`config.mk`:
```
export PLATFORM = sky130hd
export DESIGN_NAME = stream_packer
export DESIGN_NICKNAME = d
export VERILOG_FILES = /design/src/rtl/stream_packer_pkg.sv /design/src/rtl/stream_packer.sv
export SDC_FILE = /design/constraint.sdc
export NUM_CORES = 1
export LEC_CHECK = 0
export ABC_AREA = 1
export CORE_ASPECT_RATIO = 0.5
export CORE_MARGIN = 3
export CORE_UTILIZATION = 55
export DETAILED_ROUTE_END_ITERATION = 8
export PLACE_DENSITY = 0.87
export SYNTH_ARGS = -nofsm -noshare
export SYNTH_HDL_FRONTEND = slang
export SYNTH_SLANG_ARGS = --single-unit
```
`constraint.sdc`:
```
create_clock -name iclk -period 2.5 [get_ports iclk]
set_clock_uncertainty 0.2 [all_clocks]
set_input_delay 0.625 -clock iclk [delete_from_list [all_inputs] [get_ports iclk]]
set_output_delay 0.625 -clock iclk [all_outputs]
set_load 0.02 [all_outputs]
```
`src/rtl/stream_packer_pkg.sv`:
```
// Shared types and helpers for the stream packer and its scoreboards.
package stream_packer_pkg;

  // Default geometry: three 12-bit samples per 36-bit word.
  localparam int unsigned DefW     = 36;
  localparam int unsigned DefIW    = 12;
  localparam int unsigned DefRatio = DefW / DefIW;
  localparam int unsigned DefCW    = $clog2(DefRatio + 1);

  typedef logic [DefCW-1:0] lane_cnt_t;

  // Bitmask with one bit set per valid lane, lane 0 in bit 0.
  function automatic logic [31:0] lane_mask(input int unsigned lanes);
    logic [31:0] m;
    if (lanes >= 32) begin
      m = '1;
    end else begin
      m = (32'd1 << lanes) - 32'd1;
    end
    return m;
  endfunction

endpackage

```
`src/rtl/stream_packer.sv`:
```
// Packs pIW-bit samples into pW-bit words with frame alignment and flush.
// No backpressure: the consumer always accepts a word on an enabled edge.
module stream_packer
  import stream_packer_pkg::*;
#(
  parameter int unsigned pW       = DefW,
  parameter int unsigned pIW      = DefIW,
  localparam int unsigned pRATIO  = pW / pIW,
  localparam int unsigned pCW     = $clog2(pRATIO + 1)
) (
  input  logic           iclk,
  input  logic           irst_n,
  input  logic           iclk_ena,
  input  logic           iena,
  input  logic [pIW-1:0] idat,
  input  logic           isop,
  input  logic           iflush,
  output logic           oena,
  output logic [pW-1:0]  odat,
  output logic           osop,
  output logic [pCW-1:0] olanes
);

  if ((pW % pIW) != 0 || pW < pIW) begin : g_bad_ratio
    $error("stream_packer: pW must be a non-zero integer multiple of pIW");
  end

  logic [pW-1:0]  r_acc;
  logic [pCW-1:0] r_cnt;
  logic           r_sop;
  logic           r_oena;
  logic [pW-1:0]  r_odat;
  logic           r_osop;
  logic [pCW-1:0] r_olanes;

  logic [pW-1:0]  w_acc_new;
  logic [pCW-1:0] w_cnt_new;
  logic [pW-1:0]  w_acc_d;
  logic [pCW-1:0] w_cnt_d;
  logic           w_sop_d;
  logic           w_oena_d;
  logic [pW-1:0]  w_odat_d;
  logic           w_osop_d;
  logic [pCW-1:0] w_olanes_d;

  // Next-word assembly: merge the incoming sample and decide what leaves this edge.
  always_comb begin
    w_acc_new = r_acc;
    for (int k = 0; k < int'(pRATIO); k++) begin
      if (pCW'(k) == r_cnt) begin
        w_acc_new[k*pIW +: pIW] = idat;
      end
    end
    w_cnt_new = r_cnt + pCW'(1);

    w_acc_d    = r_acc;
    w_cnt_d    = r_cnt;
    w_sop_d    = r_sop;
    w_oena_d   = 1'b0;
    w_olanes_d = '0;
    w_odat_d   = r_odat;
    w_osop_d   = r_osop;

    if (iena && isop) begin
      // Older partial leaves now; the sop sample starts a fresh word.
      if (r_cnt != '0) begin
        w_oena_d   = 1'b1;
        w_odat_d   = r_acc;
        w_olanes_d = r_cnt;
        w_osop_d   = r_sop;
      end
      w_acc_d            = '0;
      w_acc_d[pIW-1:0]   = idat;
      w_cnt_d            = pCW'(1);
      w_sop_d            = 1'b1;
      // Single-lane words complete immediately (r_cnt is always 0 here).
      if (pRATIO == 1) begin
        w_oena_d   = 1'b1;
        w_odat_d   = w_acc_d;
        w_olanes_d = pCW'(1);
        w_osop_d   = 1'b1;
        w_acc_d    = '0;
        w_cnt_d    = '0;
        w_sop_d    = 1'b0;
      end
    end else if (iena) begin
      if (w_cnt_new == pCW'(pRATIO) || iflush) begin
        w_oena_d   = 1'b1;
        w_odat_d   = w_acc_new;
        w_olanes_d = w_cnt_new;
        w_osop_d   = r_sop;
        w_acc_d    = '0;
        w_cnt_d    = '0;
        w_sop_d    = 1'b0;
      end else begin
        w_acc_d = w_acc_new;
        w_cnt_d = w_cnt_new;
      end
    end else if (iflush && r_cnt != '0) begin
      w_oena_d   = 1'b1;
      w_odat_d   = r_acc;
      w_olanes_d = r_cnt;
      w_osop_d   = r_sop;
      w_acc_d    = '0;
      w_cnt_d    = '0;
      w_sop_d    = 1'b0;
    end
  end

  // State and output registers; everything holds on disabled edges.
  always_ff @(posedge iclk or negedge irst_n) begin
    if (!irst_n) begin
      r_acc    <= '0;
      r_cnt    <= '0;
      r_sop    <= 1'b0;
      r_oena   <= 1'b0;
      r_odat   <= '0;
      r_osop   <= 1'b0;
      r_olanes <= '0;
    end else if (iclk_ena) begin
      r_acc    <= w_acc_d;
      r_cnt    <= w_cnt_d;
      r_sop    <= w_sop_d;
      r_oena   <= w_oena_d;
      r_odat   <= w_odat_d;
      r_osop   <= w_osop_d;
      r_olanes <= w_olanes_d;
    end
  end

  assign oena   = r_oena;
  assign odat   = r_odat;
  assign osop   = r_osop;
  assign olanes = r_olanes;

endmodule

```
# --- After elaboration in Yosys (flattened, before gate mapping) ---
# Cells that the tools add are included.
word_totals:
  reg_bits: 79
  input_bits: 18
  output_inout_bits: 40
  wordCells: 57
op_classes:
  add_sub_neg: 1
  eq_ne: 5
  muxes: 35
  n_reduce_logical: 9
op_table:
  columns: ["op", "count"]
  rows:
  - ["two-way mux 36 bit", 9]
  - ["two-way mux 12 bit", 3]
  - ["two-way mux 2 bit", 9]
  - ["two-way mux 1 bit", 14]
  - ["AND reduction 4 bit", 1]
  - ["!= test 3 x 1 -> 1 bit, second input constant", 1]
  - ["AND reduction 3 bit", 1]
  - ["nonzero test 3 bit", 1]
  - ["adder 2 x 1 -> 2 bit, second input constant", 1]
  - ["== test 1 x 2 -> 1 bit, first input constant", 1]
  - ["== test 2 bit, first input constant", 1]
  - ["== test 2 bit, second input constant", 1]
  - ["logical AND 1 bit", 2]
  - ["zero test 2 bit", 1]
  - ["!= test 2 x 1 -> 1 bit, second input constant", 1]
  - ["AND reduction 2 bit", 1]
  - ["nonzero test 2 bit", 1]
  - ["logical OR 1 bit", 1]

# --- Depth between registers and ports, before layout ---
logic_depth:
  depth_word: 6
  ltp_mapped: 12
  mapped_depth_nobuf: 9

# --- Worst setup path after synthesis ---
# OpenSTA, ideal clock, no wires.
synth_timing:
  kind: "flip-flop to flip-flop"
  start: "reg r_cnt[0]"
  end: "reg r_acc[10]"
  setup_ns: 0.116
  arrival_time_ns: 1.477
  required_time_ns: 2.184
  path_slack_ns: 0.706
  stages_incl_launch_ff: 13
  path_buffers: 3
  synth_period_minus_slack_ns: 1.794
  path_cell_list: "dfrtp_1 > inv_1 > ha_1 > buf_6 > inv_2 > nand2_1 > nand2_1 > nand2_4 > inv_2 > buf_6 > buf_6 > nand2_1 > nand2_1"
synth_via:
  elab_chain_len: 6
  elab_cells_between_ends: 12
  classes_between: "add/sub (1); eq/ne (1); mux (4); reduce/logical (6)"
synth_rtl:
  columns: ["item", "line_no", "source"]
  rows:
  - ["start, declared", "stream_packer.sv:29", "logic [pCW-1:0] r_cnt;"]
  - ["start signal, assigned", "stream_packer.sv:122", "r_cnt <= w_cnt_d;"]
  - ["adder 2 x 1 -> 2 bit", "stream_packer.sv:54", "w_cnt_new = r_cnt + pCW'(1);"]
  - ["== test 2 bit", "stream_packer.sv:87", "if (w_cnt_new == pCW'(pRATIO) || iflush) begin"]
  - ["logical OR 1 bit", "stream_packer.sv:87", null]
  - ["two-way mux 36 bit", "stream_packer.sv:87", null]
  - ["two-way mux 36 bit", "stream_packer.sv:86", "end else if (iena) begin"]
  - ["two-way mux 36 bit", "stream_packer.sv:64", "if (iena && isop) begin"]
  - ["end signal, assigned", "stream_packer.sv:121", "r_acc <= w_acc_d;"]
  - ["end, declared", "stream_packer.sv:28", "logic [pW-1:0] r_acc;"]
# Several ways; a longest one is shown, not always the timed one.
# A chain may end at the register's enable or synchronous reset.

# --- Worst setup path in the final report ---
layout_timing:
  start: "reg r_odat[16] (netlist: odat[16])"
  end: "out odat[16]"
layout_rtl:
  columns: ["item", "line_no", "source"]
  rows:
  - ["start, declared", "stream_packer.sv:32", "logic [pW-1:0] r_odat;"]
  - ["start signal, assigned", "stream_packer.sv:125", "r_odat <= w_odat_d;"]
  - ["end, declared", "stream_packer.sv:19", "output logic [pW-1:0] odat,"]
# No word-level cell between the ends.

==> results.md <==
- Sorting the synthesized cells by how often they occur yields sky130_fd_sc_hd__nand2_1 (272), sky130_fd_sc_hd__o21ai_0 (104), sky130_fd_sc_hd__dfrtp_1 (79), sky130_fd_sc_hd__nor2_1 (33).
- The layer flagged by global routing as most heavily used is met2.
- The max-capacitance violation count is 0.
- The type of the most critical hold path is reg -> reg.
- In the global route stage, met1 resource usage came out at 0.378.
- The cell with the largest stage delay on the worst path is sky130_fd_sc_hd__clkdlybuf4s50_1.
- The area growth from synthesis to layout is 22.5%.
- Setup repair after global routing left no endpoint under its margin.
- The number of nets handed over by synthesis was just over 600.
- The met2 track utilization from global routing is 0.385.
- The final layout contains routed wiring with a total length of 10.9 mm.
- Entering global routing, the biggest net connects 40 pins.
- The floorplan has 22 rows.
- The largest single stage delay on the critical path is between 0.6 and 0.7 ns.
- The final count of hold timing violations was 0.
- STA classifies the critical path startpoint as a register.
- The worst voltage drop across the vdd grid is approximately 0.38 mV.
- The async set-or-reset flop fraction in the synthesized netlist is 1.00.
- The die boundary width is around 130 µm.
- The number of distinct library cell variants in the gate-level netlist after synthesis is 21.
- STA classifies the critical path endpoint as a primary output.
- Cell internal power was estimated by the tool at 2.51 mW.
- The slew at the pin with the worst max-slew slack is between 0.3 and 0.4 ns.
- In this run the remaining antenna-violating nets after routing total 0.
- For this run, the register share of the synthesized area comes to 0.460.
- The floorplan step defined a die boundary enclosing about 9000 µm².
- The share of total power dissipated in sequential elements is 0.410.
- For the final routed database, the setup TNS stands at 0 ns.
- TritonCTS built the clock tree.
- In this run the tightest slew margin relative to its limit is 0.763.
- TritonCTS created 9 clock buffers.
- The post-cts gate resize count is 0.
- The analysis attributes to net switching a power of about 1.2 mW.
- The data required time at the worst endpoint is 1.67 ns.
- The number of endpoints failing setup at the final stage is 0.
- After clock tree synthesis, the flow added hold-fix buffers numbering 1.
- The number of clock sinks is between 70 and 80.
- The total overflow reported by the global router is 0.
- The final number of max-transition violations is 0.
- The maximum fanout count along the critical path is 2.
- For this run, global-route usage on met3 was measured as 0.0638.
- The combinational power share is 0.269.
- The worst slack on hold paths is roughly 0.28 ns.
- For this run, the number of Yosys warnings is 0.
- The signal on the critical path passes through clkdlybuf4s50_1.
- The count of mapped cells out of synthesis is roughly 590.
- The routability-driven placement congestion ratio is around 0.87.
- The data arrival time at the worst-slack endpoint is ~1.3 ns.
- The number of flops mapped to enable cells by yosys is 0.
- Of the total power, the share spent switching nets is 0.315.
- Of the cells placed in the final design, the portion with a size suffix greater than 1 is 0.0665.
- In this run the clock root is driven by a sky130_fd_sc_hd__clkbuf_16.
- The wire length of the first global-routing pass is 17.8 mm.
- The highest attainable clock frequency is approximately 0.47 GHz.
- The static leakage power is approximately 2.6 nW.
- Summing over every cut layer, the via total after detailed routing is ~4100.
- The repair_antennas step left the layout with diodes totalling 0.
- Of the available clock period, the critical path in the final layout requires 0.858.
- In the synthesized netlist the dominant register cell turns out to be sky130_fd_sc_hd__dfrtp_1.
- Across every metal layer, demand over resource in global routing totals 0.259.
- Counting flops and latches in the post-synthesis netlist gives 79.
- The buffers inserted during post-CTS setup optimization is 0.
- The initial cell density of the core is 0.577.
- The share of total power dissipated in the clock network is 0.321.
- The share of the synthesized area in the top cell type is 0.460.
- After layout, the minimum clock period comes to between 2 and 2.5 ns.
- The critical path class is reg -> out.
- From bottom edge to top edge, the die measures ~70 µm.
- No sink is reached through more buffers than the 2 on the longest clock path.
- For the worst-skew pair, the clock arrives at the later sink with an insertion delay of approximately 0.34 ns.
- The run finished with clean final reports.
- The iteration-0 DRC count of the detailed router is roughly 560.
- The port buffer count is between 50 and 60.
- The average size of a mapped cell is slightly above 7 µm².
- The via count normalized by instance count is between 5 and 6.
- The net count of the finished layout is around 670.
- The number of iterations in the first detailed-routing pass is 5.
- Yosys attributes the largest share of cell area to sky130_fd_sc_hd__dfrtp_1 (46%), sky130_fd_sc_hd__nand2_1 (24%), sky130_fd_sc_hd__o21ai_0 (12%), sky130_fd_sc_hd__buf_6 (3.4%), sky130_fd_sc_hd__nor2_1 (2.9%).
- The final standard cell utilization of the core is 0.706.
- After detailed routing, the average wire length per cell comes to approximately 14 µm.
- The number of H-tree levels is 3.
- In the post-synthesis netlist, the cell with the most instances is sky130_fd_sc_hd__nand2_1.
- The residual DRC count is 0.
- 58 I/O pins were placed.
- The cell family contributing the most delay on the critical path is buffers and inverters.
- The clock transition time at the flip-flop clock pins of the worst setup and hold paths is 0.06 ns.
- The core box area is between 7000 and 8000 µm².
- The buffering stage count on the worst path with inverters included is 1.
- The number of global-route vias before repair is 3626.
- In this run the cell area of the synthesized design comes to 4300 µm².
- The biggest area consumer among synthesized cells is sky130_fd_sc_hd__dfrtp_1.
- The HPWL reported at the end of detailed placement is about 7.4 mm.
- Dividing total power by cell area gives a power density of about 700 nW/µm².
- The initial antenna violation count is 0.
- The overall power is 3.67 mW.
## path summary, 6_finish.rpt
| path | startpoint | to | slack [ns] | cells after the start |
|---|---|---|---|---|
| max | odat[16] | odat[16] | 0.36 | 1 |
| max in group asynchronous | irst_n | odat[35] | 0.98 | 3 |
| min reg2reg | odat[12] | odat[12] | 0.28 | 2 |
| min | odat[12] | odat[12] | 0.28 | 2 |
| max reg2reg | r_cnt[0] | odat[28] | 0.50 | 7 |
| min in group asynchronous | irst_n | odat[8] | 0.53 | 2 |
## worst reg2reg max path: stages, from the launching register on
cell,delay (ns)
sky130_fd_sc_hd__dfrtp_1,0.41
sky130_fd_sc_hd__inv_1,0.17
sky130_fd_sc_hd__ha_1,0.24
sky130_fd_sc_hd__buf_4,0.28
sky130_fd_sc_hd__o21ai_0,0.16
sky130_fd_sc_hd__o21ai_0,0.30
sky130_fd_sc_hd__nand2_1,0.10
sky130_fd_sc_hd__nand2_1,0.07
## through the flow
| stage | instance area [µm²] | setup slack (ns) | std cells |
|---|---|---|---|
| final | 5270 | 0.356 | 755 |
| after global routing | 5270 | 0.283 | 755 |
| after CTS | 5270 | 0.342 | 755 |
| after detailed placement | 5000 | 0.0507 | 739 |
| after global placement | 5000 | 0.134 | 739 |
| after floorplan | 4300 | 0.706 | 593 |
## power by group through the flow
| stage | Combinational [mW] | Sequential (mW) | Clock, mW |
|---|---|---|---|
| after global placement | 0.961 | 1.52 | 0 |
| after global routing | 1.09 | 1.52 | 1.25 |
| final | 0.988 | 1.50 | 1.18 |
| after detailed placement | 0.983 | 1.53 | 0 |
| after floorplan | 0.476 | 1.63 | 0 |
| after CTS | 0.990 | 1.50 | 1.19 |
## cell type report
type                    count  area [µm²]
fillers                   533        2190
flip-flops and latches     79        1980
multi-input cells         453        1970
repair buffers             78         841
clock buffers              14         254
well taps                 108         135
inverters                  22        82.6
clock inverters             1        5.00
## logic make-up after synthesis
family	after synthesis	share of synthesized area
DFF	79	0.460
adders and majority gates	4	0.0116
buffers and inverters	61	0.0814
and+or+nand+nor	321	0.298
AOI/OAI and AO/OA	128	0.149
## placed cells by master, fill, tap and decap left out, types with 2 or more instances in the layout
master / n
sky130_fd_sc_hd__nand2_1: 272
sky130_fd_sc_hd__o21ai_0: 104
sky130_fd_sc_hd__dfrtp_1: 79
sky130_fd_sc_hd__clkdlybuf4s50_1: 56
sky130_fd_sc_hd__nor2_1: 33
sky130_fd_sc_hd__inv_1: 19
sky130_fd_sc_hd__o21ai_1: 19
sky130_fd_sc_hd__buf_4: 12
sky130_fd_sc_hd__clkbuf_16: 9
sky130_fd_sc_hd__buf_12: 9
sky130_fd_sc_hd__nand3_1: 6
sky130_fd_sc_hd__a21oi_1: 4
sky130_fd_sc_hd__ha_1: 4
sky130_fd_sc_hd__clkbuf_1: 4
sky130_fd_sc_hd__inv_2: 3
sky130_fd_sc_hd__nand2_4: 3
sky130_fd_sc_hd__nand2_2: 2
sky130_fd_sc_hd__nand4_1: 2
## layer usage
layer | up-vias | wire, µm
met5 | - | 0
met2 | 163 | 4790
met3 | 13 | 831
li1 | 1984 | -
met4 | 0 | 142
met1 | 1890 | 5110
## flip-flops by register name (all words and copies together), names as in the netlist
signal / cells
odat: 36
r_acc: 36
olanes: 2
r_cnt: 2
oena: 1
osop: 1
r_sop: 1
Power figures use the tool's default switching activity.
